[src/rtl/pipe_stage_elastic_pkg.sv]
`default_nettype none
// +----------------------------------------------------------------------+
// | pipe_pkg                                                             |
// | Shared state encoding and default widths for elastic pipe stages.    |
// | Rev 1.0                                                              |
// +----------------------------------------------------------------------+
package pipe_pkg;

  typedef enum logic [1:0] {
    EMPTY = 2'd0,
    ONE   = 2'd1,
    TWO   = 2'd2
  } pipe_state_e;

  localparam int CTRL_W_DEF = 8;
  localparam int DATA_W_DEF = 64;

  localparam logic [CTRL_W_DEF-1:0] NOP_CTRL = '0;

endpackage
`default_nettype wire

[src/rtl/pipe_stage_elastic_if.sv]
`default_nettype none
// +----------------------------------------------------------------------+
// | pipe_stage_elastic_if                                                |
// | valid/ready handshake carrying a control and a data bundle.          |
// | Rev 1.0                                                              |
// +----------------------------------------------------------------------+
interface pipe_stage_elastic_if
  import pipe_pkg::*;
#(
  parameter int CTRL_W = CTRL_W_DEF,
  parameter int DATA_W = DATA_W_DEF
);

  logic              valid;
  logic              ready;
  logic [CTRL_W-1:0] ctrl;
  logic [DATA_W-1:0] data;

  modport master (output valid, output ctrl, output data, input ready);
  modport slave  (input valid, input ctrl, input data, output ready);

endinterface
`default_nettype wire

[src/rtl/pipe_stage_elastic_sat_counter.sv]
`default_nettype none
// +----------------------------------------------------------------------+
// | pipe_sat_counter                                                     |
// | Saturating event counter with synchronous clear (clear wins).        |
// | Rev 1.0                                                              |
// +----------------------------------------------------------------------+
module pipe_sat_counter #(
  parameter int CNT_W = 16
) (
  input  logic             clk,
  input  logic             reset,
  input  logic             inc_i,
  input  logic             clr_i,
  output logic [CNT_W-1:0] cnt_o
);

  localparam logic [CNT_W-1:0] C_ONE = {{(CNT_W-1){1'b0}}, 1'b1};

  logic [CNT_W-1:0] cnt_q;
  logic [CNT_W-1:0] cnt_d;

  always_comb begin
    cnt_d = cnt_q;
    if (clr_i) begin
      cnt_d = '0;
    end else if (inc_i && (cnt_q != '1)) begin
      cnt_d = cnt_q + C_ONE;
    end
  end

  always_ff @(posedge clk or posedge reset) begin
    if (reset) begin
      cnt_q <= '0;
    end else begin
      cnt_q <= cnt_d;
    end
  end

  assign cnt_o = cnt_q;

endmodule
`default_nettype wire

[src/rtl/pipe_stage_elastic.sv]
`default_nettype none
// +----------------------------------------------------------------------+
// | pipe_stage_elastic                                                   |
// | Elastic pipeline register with optional 2-entry skid and flush.      |
// | Rev 1.0                                                              |
// +----------------------------------------------------------------------+
module pipe_stage_elastic
  import pipe_pkg::*;
#(
  parameter int CTRL_W = CTRL_W_DEF,
  parameter int DATA_W = DATA_W_DEF,
  parameter int SKID   = 1,
  parameter int CNT_W  = 16
) (
  input  logic                        clk,
  input  logic                        reset,
  input  logic                        flush_i,
  input  logic                        clr_cnt_i,
  pipe_stage_elastic_if.slave         in_if,
  pipe_stage_elastic_if.master        out_if,
  output logic [CNT_W-1:0]            stall_cnt_o
);

  pipe_state_e       state_q, state_d;
  logic [CTRL_W-1:0] main_ctrl_q, main_ctrl_d;
  logic [DATA_W-1:0] main_data_q, main_data_d;
  logic [CTRL_W-1:0] skid_ctrl_q, skid_ctrl_d;
  logic [DATA_W-1:0] skid_data_q, skid_data_d;

  logic in_ready;
  logic out_valid;
  logic accept;
  logic release_w;

  assign out_valid = (state_q != EMPTY);
  assign accept    = in_if.valid & in_ready;
  assign release_w = out_valid & out_if.ready;

  always_comb begin
    state_d     = state_q;
    main_ctrl_d = main_ctrl_q;
    main_data_d = main_data_q;
    skid_ctrl_d = skid_ctrl_q;
    skid_data_d = skid_data_q;
    if (flush_i) begin
      // Held data survives a flush; only validity is dropped.
      state_d = EMPTY;
    end else begin
      case (state_q)
        EMPTY: begin
          if (accept) begin
            state_d     = ONE;
            main_ctrl_d = in_if.ctrl;
            main_data_d = in_if.data;
          end
        end
        ONE: begin
          if (accept && release_w) begin
            main_ctrl_d = in_if.ctrl;
            main_data_d = in_if.data;
          end else if (accept) begin
            state_d     = TWO;
            skid_ctrl_d = in_if.ctrl;
            skid_data_d = in_if.data;
          end else if (release_w) begin
            state_d = EMPTY;
          end
        end
        TWO: begin
          if (release_w) begin
            state_d     = ONE;
            main_ctrl_d = skid_ctrl_q;
            main_data_d = skid_data_q;
          end
        end
        default: state_d = EMPTY;
      endcase
    end
  end

  always_ff @(posedge clk or posedge reset) begin
    if (reset) begin
      state_q     <= EMPTY;
      main_ctrl_q <= '0;
      main_data_q <= '0;
      skid_ctrl_q <= '0;
      skid_data_q <= '0;
    end else begin
      state_q     <= state_d;
      main_ctrl_q <= main_ctrl_d;
      main_data_q <= main_data_d;
      skid_ctrl_q <= skid_ctrl_d;
      skid_data_q <= skid_data_d;
    end
  end

  generate
    if (SKID != 0) begin : g_skid
      // Registered ready: upstream never sees a path from out_ready.
      logic in_ready_q;
      always_ff @(posedge clk or posedge reset) begin
        if (reset) begin
          in_ready_q <= 1'b1;
        end else begin
          in_ready_q <= (state_d != TWO);
        end
      end
      assign in_ready = in_ready_q;
    end else begin : g_noskid
      assign in_ready = ~out_valid | out_if.ready;
    end
  endgenerate

  assign in_if.ready  = in_ready;
  assign out_if.valid = out_valid;
  assign out_if.ctrl  = out_valid ? main_ctrl_q : '0;
  assign out_if.data  = main_data_q;

  pipe_sat_counter #(
    .CNT_W (CNT_W)
  ) u_stall_cnt (
    .clk   (clk),
    .reset (reset),
    .inc_i (out_valid & ~out_if.ready),
    .clr_i (clr_cnt_i),
    .cnt_o (stall_cnt_o)
  );

endmodule
`default_nettype wire

[src/flat_wrapper.sv]
// flat-port wrapper written by rule: the top's interface ports become plain ports
module pipe_stage_elastic_flat import pipe_pkg::*;
#(
  parameter int CTRL_W = CTRL_W_DEF,
  parameter int DATA_W = DATA_W_DEF,
  parameter int SKID   = 1,
  parameter int CNT_W  = 16
)
  (clk, reset, flush_i, clr_cnt_i, stall_cnt_o, in_if_valid, in_if_ctrl, in_if_data, in_if_ready, out_if_valid, out_if_ctrl, out_if_data, out_if_ready);
  pipe_stage_elastic_if #(.CTRL_W(CTRL_W), .DATA_W(DATA_W)) in_if_i ();
  pipe_stage_elastic_if #(.CTRL_W(CTRL_W), .DATA_W(DATA_W)) out_if_i ();
  input  logic clk;
  input  logic reset;
  input  logic flush_i;
  input  logic clr_cnt_i;
  output logic [CNT_W-1:0] stall_cnt_o;
  input wire logic [$bits(in_if_i.valid)-1:0] in_if_valid;
  input wire logic [$bits(in_if_i.ctrl)-1:0] in_if_ctrl;
  input wire logic [$bits(in_if_i.data)-1:0] in_if_data;
  output wire logic [$bits(in_if_i.ready)-1:0] in_if_ready;
  output wire logic [$bits(out_if_i.valid)-1:0] out_if_valid;
  output wire logic [$bits(out_if_i.ctrl)-1:0] out_if_ctrl;
  output wire logic [$bits(out_if_i.data)-1:0] out_if_data;
  input wire logic [$bits(out_if_i.ready)-1:0] out_if_ready;
  assign in_if_i.valid = in_if_valid;
  assign in_if_i.ctrl = in_if_ctrl;
  assign in_if_i.data = in_if_data;
  assign in_if_ready = in_if_i.ready;
  assign out_if_valid = out_if_i.valid;
  assign out_if_ctrl = out_if_i.ctrl;
  assign out_if_data = out_if_i.data;
  assign out_if_i.ready = out_if_ready;
  pipe_stage_elastic #(.CTRL_W(CTRL_W), .DATA_W(DATA_W), .SKID(SKID), .CNT_W(CNT_W)) u_core (.clk(clk), .reset(reset), .flush_i(flush_i), .clr_cnt_i(clr_cnt_i), .in_if(in_if_i), .out_if(out_if_i), .stall_cnt_o(stall_cnt_o));
endmodule
[config.mk]
export PLATFORM = sky130hd
export DESIGN_NAME = pipe_stage_elastic_flat
export DESIGN_NICKNAME = d
export VERILOG_FILES = /design/src/rtl/pipe_stage_elastic_pkg.sv /design/src/rtl/pipe_stage_elastic_if.sv /design/src/rtl/pipe_stage_elastic_sat_counter.sv /design/src/rtl/pipe_stage_elastic.sv /design/src/flat_wrapper.sv
export SDC_FILE = /design/constraint.sdc
export NUM_CORES = 1
export LEC_CHECK = 0
export ABC_CLOCK_PERIOD_IN_PS = 4400
export BUFFER_PORTS_ARGS = -buffer_cell sky130_fd_sc_hd__buf_2
export CORE_ASPECT_RATIO = 1.1
export CORE_MARGIN = 2
export CORE_UTILIZATION = 49
export CTS_CLUSTER_SIZE = 28
export DETAILED_ROUTE_END_ITERATION = 8
export GPL_ROUTABILITY_DRIVEN = 0
export PLACE_DENSITY_LB_ADDON = 0.05
export RECOVER_POWER = 100
export SYNTH_ARGS = -nofsm -noshare
export SYNTH_HDL_FRONTEND = slang
export SYNTH_SLANG_ARGS = --single-unit
[constraint.sdc]
create_clock -name clk -period 4.4 [get_ports clk]
set_input_delay 0.22 -clock clk [delete_from_list [all_inputs] [get_ports clk]]
set_output_delay 0.22 -clock clk [all_outputs]
set_load 0.05 [all_outputs]
==> Yosys cells after proc, flatten, opt, wreduce, memory -nomap -nowiden <==
Cells that the tools add are included.
{ "word_totals": {"wordCells": 47, "regBits": 163, "out_inout_bits": 90} }
{ "classes": {"n_bitwise": 6, "n_reduce_logical": 8, "muxes": 18, "add_sub_neg": 1, "eq_ne": 7} }
{ "ops": {"columns": ["op", "count"], "rows": [
  ["2-to-1 mux 64 bit", 3],
  ["case mux 64 bit (3 select lines)", 1],
  ["2-to-1 mux 16 bit", 2],
  ["2-to-1 mux 8 bit", 4],
  ["case mux 8 bit (3 select lines)", 1],
  ["adder 16 x 1 -> 16 bit (second input constant)", 1],
  ["!= test 16 bit (second input constant)", 1],
  ["2-to-1 mux 2 bit", 6],
  ["!= test 2 x 1 -> 1 bit (second input constant)", 3],
  ["case mux 2 bit (3 select lines)", 1],
  ["AND reduction 5 bit", 1],
  ["AND reduction 4 bit", 1],
  ["nonzero test 2 bit", 2],
  ["bitwise AND 1 bit", 3],
  ["NOT 1 bit", 3],
  ["nonzero test 3 bit", 1],
  ["== test 2 x 1 -> 1 bit (second input constant)", 1],
  ["== test 2 bit (second input constant)", 1],
  ["logical AND 1 bit", 2],
  ["zero test 2 bit", 1],
  ["!= test 2 bit (second input constant)", 1]
]} }

==> Depth between registers and ports, before layout <==
{ "depth": {"depth_word": 8, "ltp_mapped": 7, "depth_no_buf": 5} }

==> Hierarchy <==
Synthesis repeated with hierarchy kept, for this count alone.
{ "unflattened": {"cells_unflattened": 596, "hier_area_um2": 7464.7} }
{ "modules_own_cells": {"columns": ["mod", "seq_area_each_um2", "area_per_inst_um2", "cells_each", "n_inst"], "rows": [
  ["pipe_stage_elastic", 3679.8, 6532.5, 495, 1],
  ["pipe_sat_counter", 400.4, 932.1, 101, 1]
]} }

==> Worst setup path before layout <==
Ideal clock, no wire load.
{ "synth_timing": {"path_kind": "flip-flop to flip-flop", "start": "register u_core.u_stall_cnt.cnt_q[1], in the netlist u_core.u_stall_cnt.cnt_o[1]", "end": "register u_core.u_stall_cnt.cnt_q[14], in the netlist u_core.u_stall_cnt.cnt_o[14]", "setup_ns": 0.078, "synth_period_minus_slack_ns": 2.141, "path_slack_ns": 2.259, "path_stages_with_launch": 6, "n_path_buf": 0, "arrival_ns": 2.063, "cell_sequence": "dfrtp_1 -> ha_1 -> nand3_2 -> or4_1 -> or3_1 -> a21oi_1"} }
{ "synth_between": {"elab_chain_cells": 3} }
{ "synth_lines": {"columns": ["item", "line", "text"], "rows": [
  ["from (decl)", "pipe_stage_elastic_sat_counter.sv:19", "logic [CNT_W-1:0] cnt_q;"],
  ["from (signal assigned)", "pipe_stage_elastic_sat_counter.sv:35", "cnt_q <= cnt_d;"],
  ["adder 16 x 1 -> 16 bit / != test 16 bit (equally long branches)", "pipe_stage_elastic_sat_counter.sv:27, pipe_stage_elastic_sat_counter.sv:26", null],
  ["2-to-1 mux 16 bit / logical AND 1 bit (equally long branches)", "pipe_stage_elastic_sat_counter.sv:26", "end else if (inc_i && (cnt_q != '1)) begin"],
  ["2-to-1 mux 16 bit / nonzero test 2 bit (equally long branches)", null, null]
]} }
Parallel ways exist; a longest one is shown, timed or not. The select of a mux whose other input is x is not followed.
A chain may end at the register's enable or synchronous reset.

==> Worst setup path in the final report <==
{ "layout_timing": {"start": "register u_core.g_skid.in_ready_q, in the netlist u_core.in_if.ready", "end": "register u_core.skid_data_q[19]"} }
{ "layout_between": {"elab_chain_cells": 4} }
{ "layout_lines": {"columns": ["item", "line", "text"], "rows": [
  ["from (decl)", "pipe_stage_elastic.sv:100", "logic in_ready_q;"],
  ["from (signal assigned)", "pipe_stage_elastic.sv:105", "in_ready_q <= (state_d != TWO);"],
  ["bitwise AND 1 bit *", "pipe_stage_elastic.sv:36", "assign accept = in_if.valid & in_ready;"],
  ["logical AND 1 bit", "pipe_stage_elastic.sv:58", "if (accept && release_w) begin"],
  ["NOT 1 bit (no line)", null, null],
  ["AND reduction 4 bit (no line) *", null, null],
  ["to (signal assigned)", "pipe_stage_elastic.sv:93", "skid_data_q <= skid_data_d;"],
  ["to (decl)", "pipe_stage_elastic.sv:28", "logic [DATA_W-1:0] skid_data_q, skid_data_d;"]
]} }
Every way passes the cells marked *; elsewhere a longest branch is shown, timed or not.

==> run metrics <==
total congestion overflow=0; io pins=~170; H-tree depth=4; Post-Syn Instances=around 520; Design Area, Final=between 0.008 and 0.009 mm²; PortBufs=around 170; yosys warns=0; min Tclk post-route=approximately 3.1 ns; Slew Limit Fails=about 150; worst rel slew slack=-36.57%; post-synth top area share=a little over half; routed vias=between 4,000 and 5,000; initial antenna violation count=1; clock root cell=clkbuf_16; status=complete, but fails checks; Post-Syn Area=roughly 0.0074 mm²; Initial Utilization=between 40% and 50%; Clk Latency, worst-skew pair=0.42 ns; met1 wire length=approximately 6.2 mm; # Post-CTS Setup Buffers=0; failing checks=max-capacitance violations, max-slew violations; RSZ-0062 raised after global routing=no; CTS tree=done; setup_tns=0 ns; EDFF count, synth=0; clock sinks=163; Placed Area=~0.0084 mm²; DIE WIDTH=121.4 µm; met3 routed WL=~1000 µm; ys async rst share=100.0%; setup slack, reg-to-reg=~1.3 ns; HP Class=primary input to register; biggest area consumer among synthesized cells=dfrtp_1; Tcrit/Tclk final=a little under three quarters; share of post-route cells with drive strength above 1=around 48%; Area Overhead vs Synth=18.43%; die height=around 130 µm; synth top area cells=dfrtp_1, mux2_2, buf_6, mux2_1, nor2b_1; pwr/cell area=around 530 mW/mm²; Final HPWL DP=between 10 and 15 mm; top_reg_cell synth=dfrtp_1; Critical path origin=u_core.in_if.ready$_DFF_PP1_; DRT antenna net count=0; Post-CTS Hold Buffers=2; post-CTS resize count=0; Nets=759; Critical Path End Type=register; routed length per instance=around 17 µm; DIE AREA=approximately 0.016 mm²; vias per cell=approximately 5.3; clock transition at the registers of the reported paths=around 0.060 ns; drt pass-1 iters=4; vias in the first global route=roughly 5,000; Hold Vio Cnt, Final=0; standard-cell rows=47; clock skew=around 0.013 ns; post-synthesis sequential area ratio=between 50% and 60%; CP Data Required Time=4.69 ns; final wirelength=around 15 mm; Post-route DRC=0; Slew @ Worst Pin=2.048 ns; VDD IR max=between 0.2 and 0.25 mV; first-pass GRT wire length=roughly 25 mm; GRT Util Overall=roughly a fifth; CTS Buffer Depth=2; Max FO, Critical Path=between 70 and 80; worst reg2reg startpoint=u_core.in_if.ready$_DFF_PP1_; Top Layer Used=met4; Leak Pwr=about 3.8 nW; flops & latches, synth=about 160; metal2 WL=approximately 7.8 mm; fmax=319.8 MHz; Core Box Area=around 0.015 mm²; Arr. time, crit path=3.42 ns; hold path startpoint=in_if_ctrl[7]; critical path startpoint category=register; CP Class=register to register; Syn Nets=slightly below 600; Max-cap violations=2; syn avg cell area=around 14 µm²; First DRT Iteration DRCs=178; largest net degree at the start of global routing=91; TritonCTS buffer count=17; Distinct cells, synth=44; setup violators final=0
critical path, cell delays in order, from the launching register on:
cell	delay (ns)
dfstp_2	0.53
nand2_1	0.11
nor4b_1	0.33
clkbuf_2	1.47
mux2_2	0.46
synthesized netlist by cell type, drive strengths merged (3+ instances only):
library cell and number:
nand2 6, mux2 217, nor2 9, nor2b 10
a21oi 12, dfrtp 162, o21ai 5, o31ai 6
inv 4, or4 4, nand3 6, or3 8
nand2b 3, nor3 4, buf 27, nand4 6
flip-flops by register name (all words and copies together) (netlist names):
name	flops
u_core.state_q	2
u_core.skid_data_q	64
u_core.in_if.ready	1
u_core.u_stall_cnt.cnt_o	16
u_core.main_ctrl_q	8
u_core.out_if.data	64
u_core.skid_ctrl_q	8
logic make-up after synthesis:
kind of cell / Yosys count / synth area share [%]
buffers and inverters: 33 / 3.403
adders and majority gates: 1 / 0.1684
and+or+nand+nor: 67 / 5.475
muxes: 219 / 33.17
DFF: 163 / 54.94
AOI/OAI and AO/OA: 32 / 2.847
metal layers:
metal  GRT usage (%)  vias to the layer above
met5               0                        -
met4           6.705                        0
met3           6.378                       18
met2           33.74                      112
met1           23.56                     2410
li1                -                     2194
through the flow:
stage          std cells  hold slack, ns  utilization (%)  power (mW)  worst slack (ns)
6_report             889         0.04149            58.89       4.632             1.273
5_1_grt              888         0.03278            58.87       4.860            0.9665
4_1_cts              888         0.02511            59.92       4.723             1.755
3_5_place_dp         855          0.2860            55.95       3.292             1.761
3_3_place_gp         855          0.2802            55.95       3.237             1.831
2_1_floorplan        515          0.2858                -       2.978             2.110
area by class of cell:
type,count,area [µm²]
clock inverter,8,75.07
timing repair buffer,175,792.0
antenna,1,2.502
clock buffer,23,498.0
tap,196,245.2
multi-input combinational,319,3087
inverter,4,16.27
sequential,163,4080
fill,1305,6141
placed cells by master (no fill, tap or decap), types with 3 or more instances in the layout:
| cell | instances |
|---|---|
| o21ai_0 | 5 |
| nand2_1 | 6 |
| clkinv_2 | 4 |
| inv_1 | 3 |
| nand4_1 | 6 |
| clkbuf_8 | 5 |
| or4_1 | 4 |
| clkbuf_1 | 92 |
| buf_2 | 77 |
| nand3_1 | 6 |
| nor2b_1 | 10 |
| dfrtp_1 | 162 |
| o31ai_1 | 6 |
| nor3_1 | 4 |
| mux2_2 | 211 |
| or3_1 | 5 |
| clkbuf_16 | 17 |
| nor2_1 | 9 |
| mux2_1 | 6 |
| a21oi_1 | 12 |
| or3_2 | 3 |
final timing paths:
| check | to | cells past startpoint |
|---|---|---|
| min in group asynchronous | u_core.out_if.data[17]$_DFFE_PP0P_ | 3 |
| max in group asynchronous | u_core.out_if.data[24]$_DFFE_PP0P_ | 4 |
| setup reg to reg | u_core.skid_data_q[19]$_DFFE_PP0P_ | 4 |
| hold / removal | u_core.skid_ctrl_q[7]$_DFFE_PP0P_ | 2 |
| setup / recovery | u_core.skid_data_q[19]$_DFFE_PP0P_ | 4 |
| hold reg to reg | u_core.out_if.data[0]$_DFFE_PP0P_ | 1 |
power breakdown:
| group | internal [mW] | leakage, nW | switching, mW | total (mW) |
|---|---|---|---|---|
| clock network | 0.850 | 0.285 | 0.569 | 1.42 |
| registers | 1.86 | 1.99 | 0.177 | 2.03 |
| logic | 0.408 | 1.53 | 0.773 | 1.18 |
| total | 3.11 | 3.81 | 1.52 | 4.63 |
Note: power is estimated with default switching activity, not from simulation.
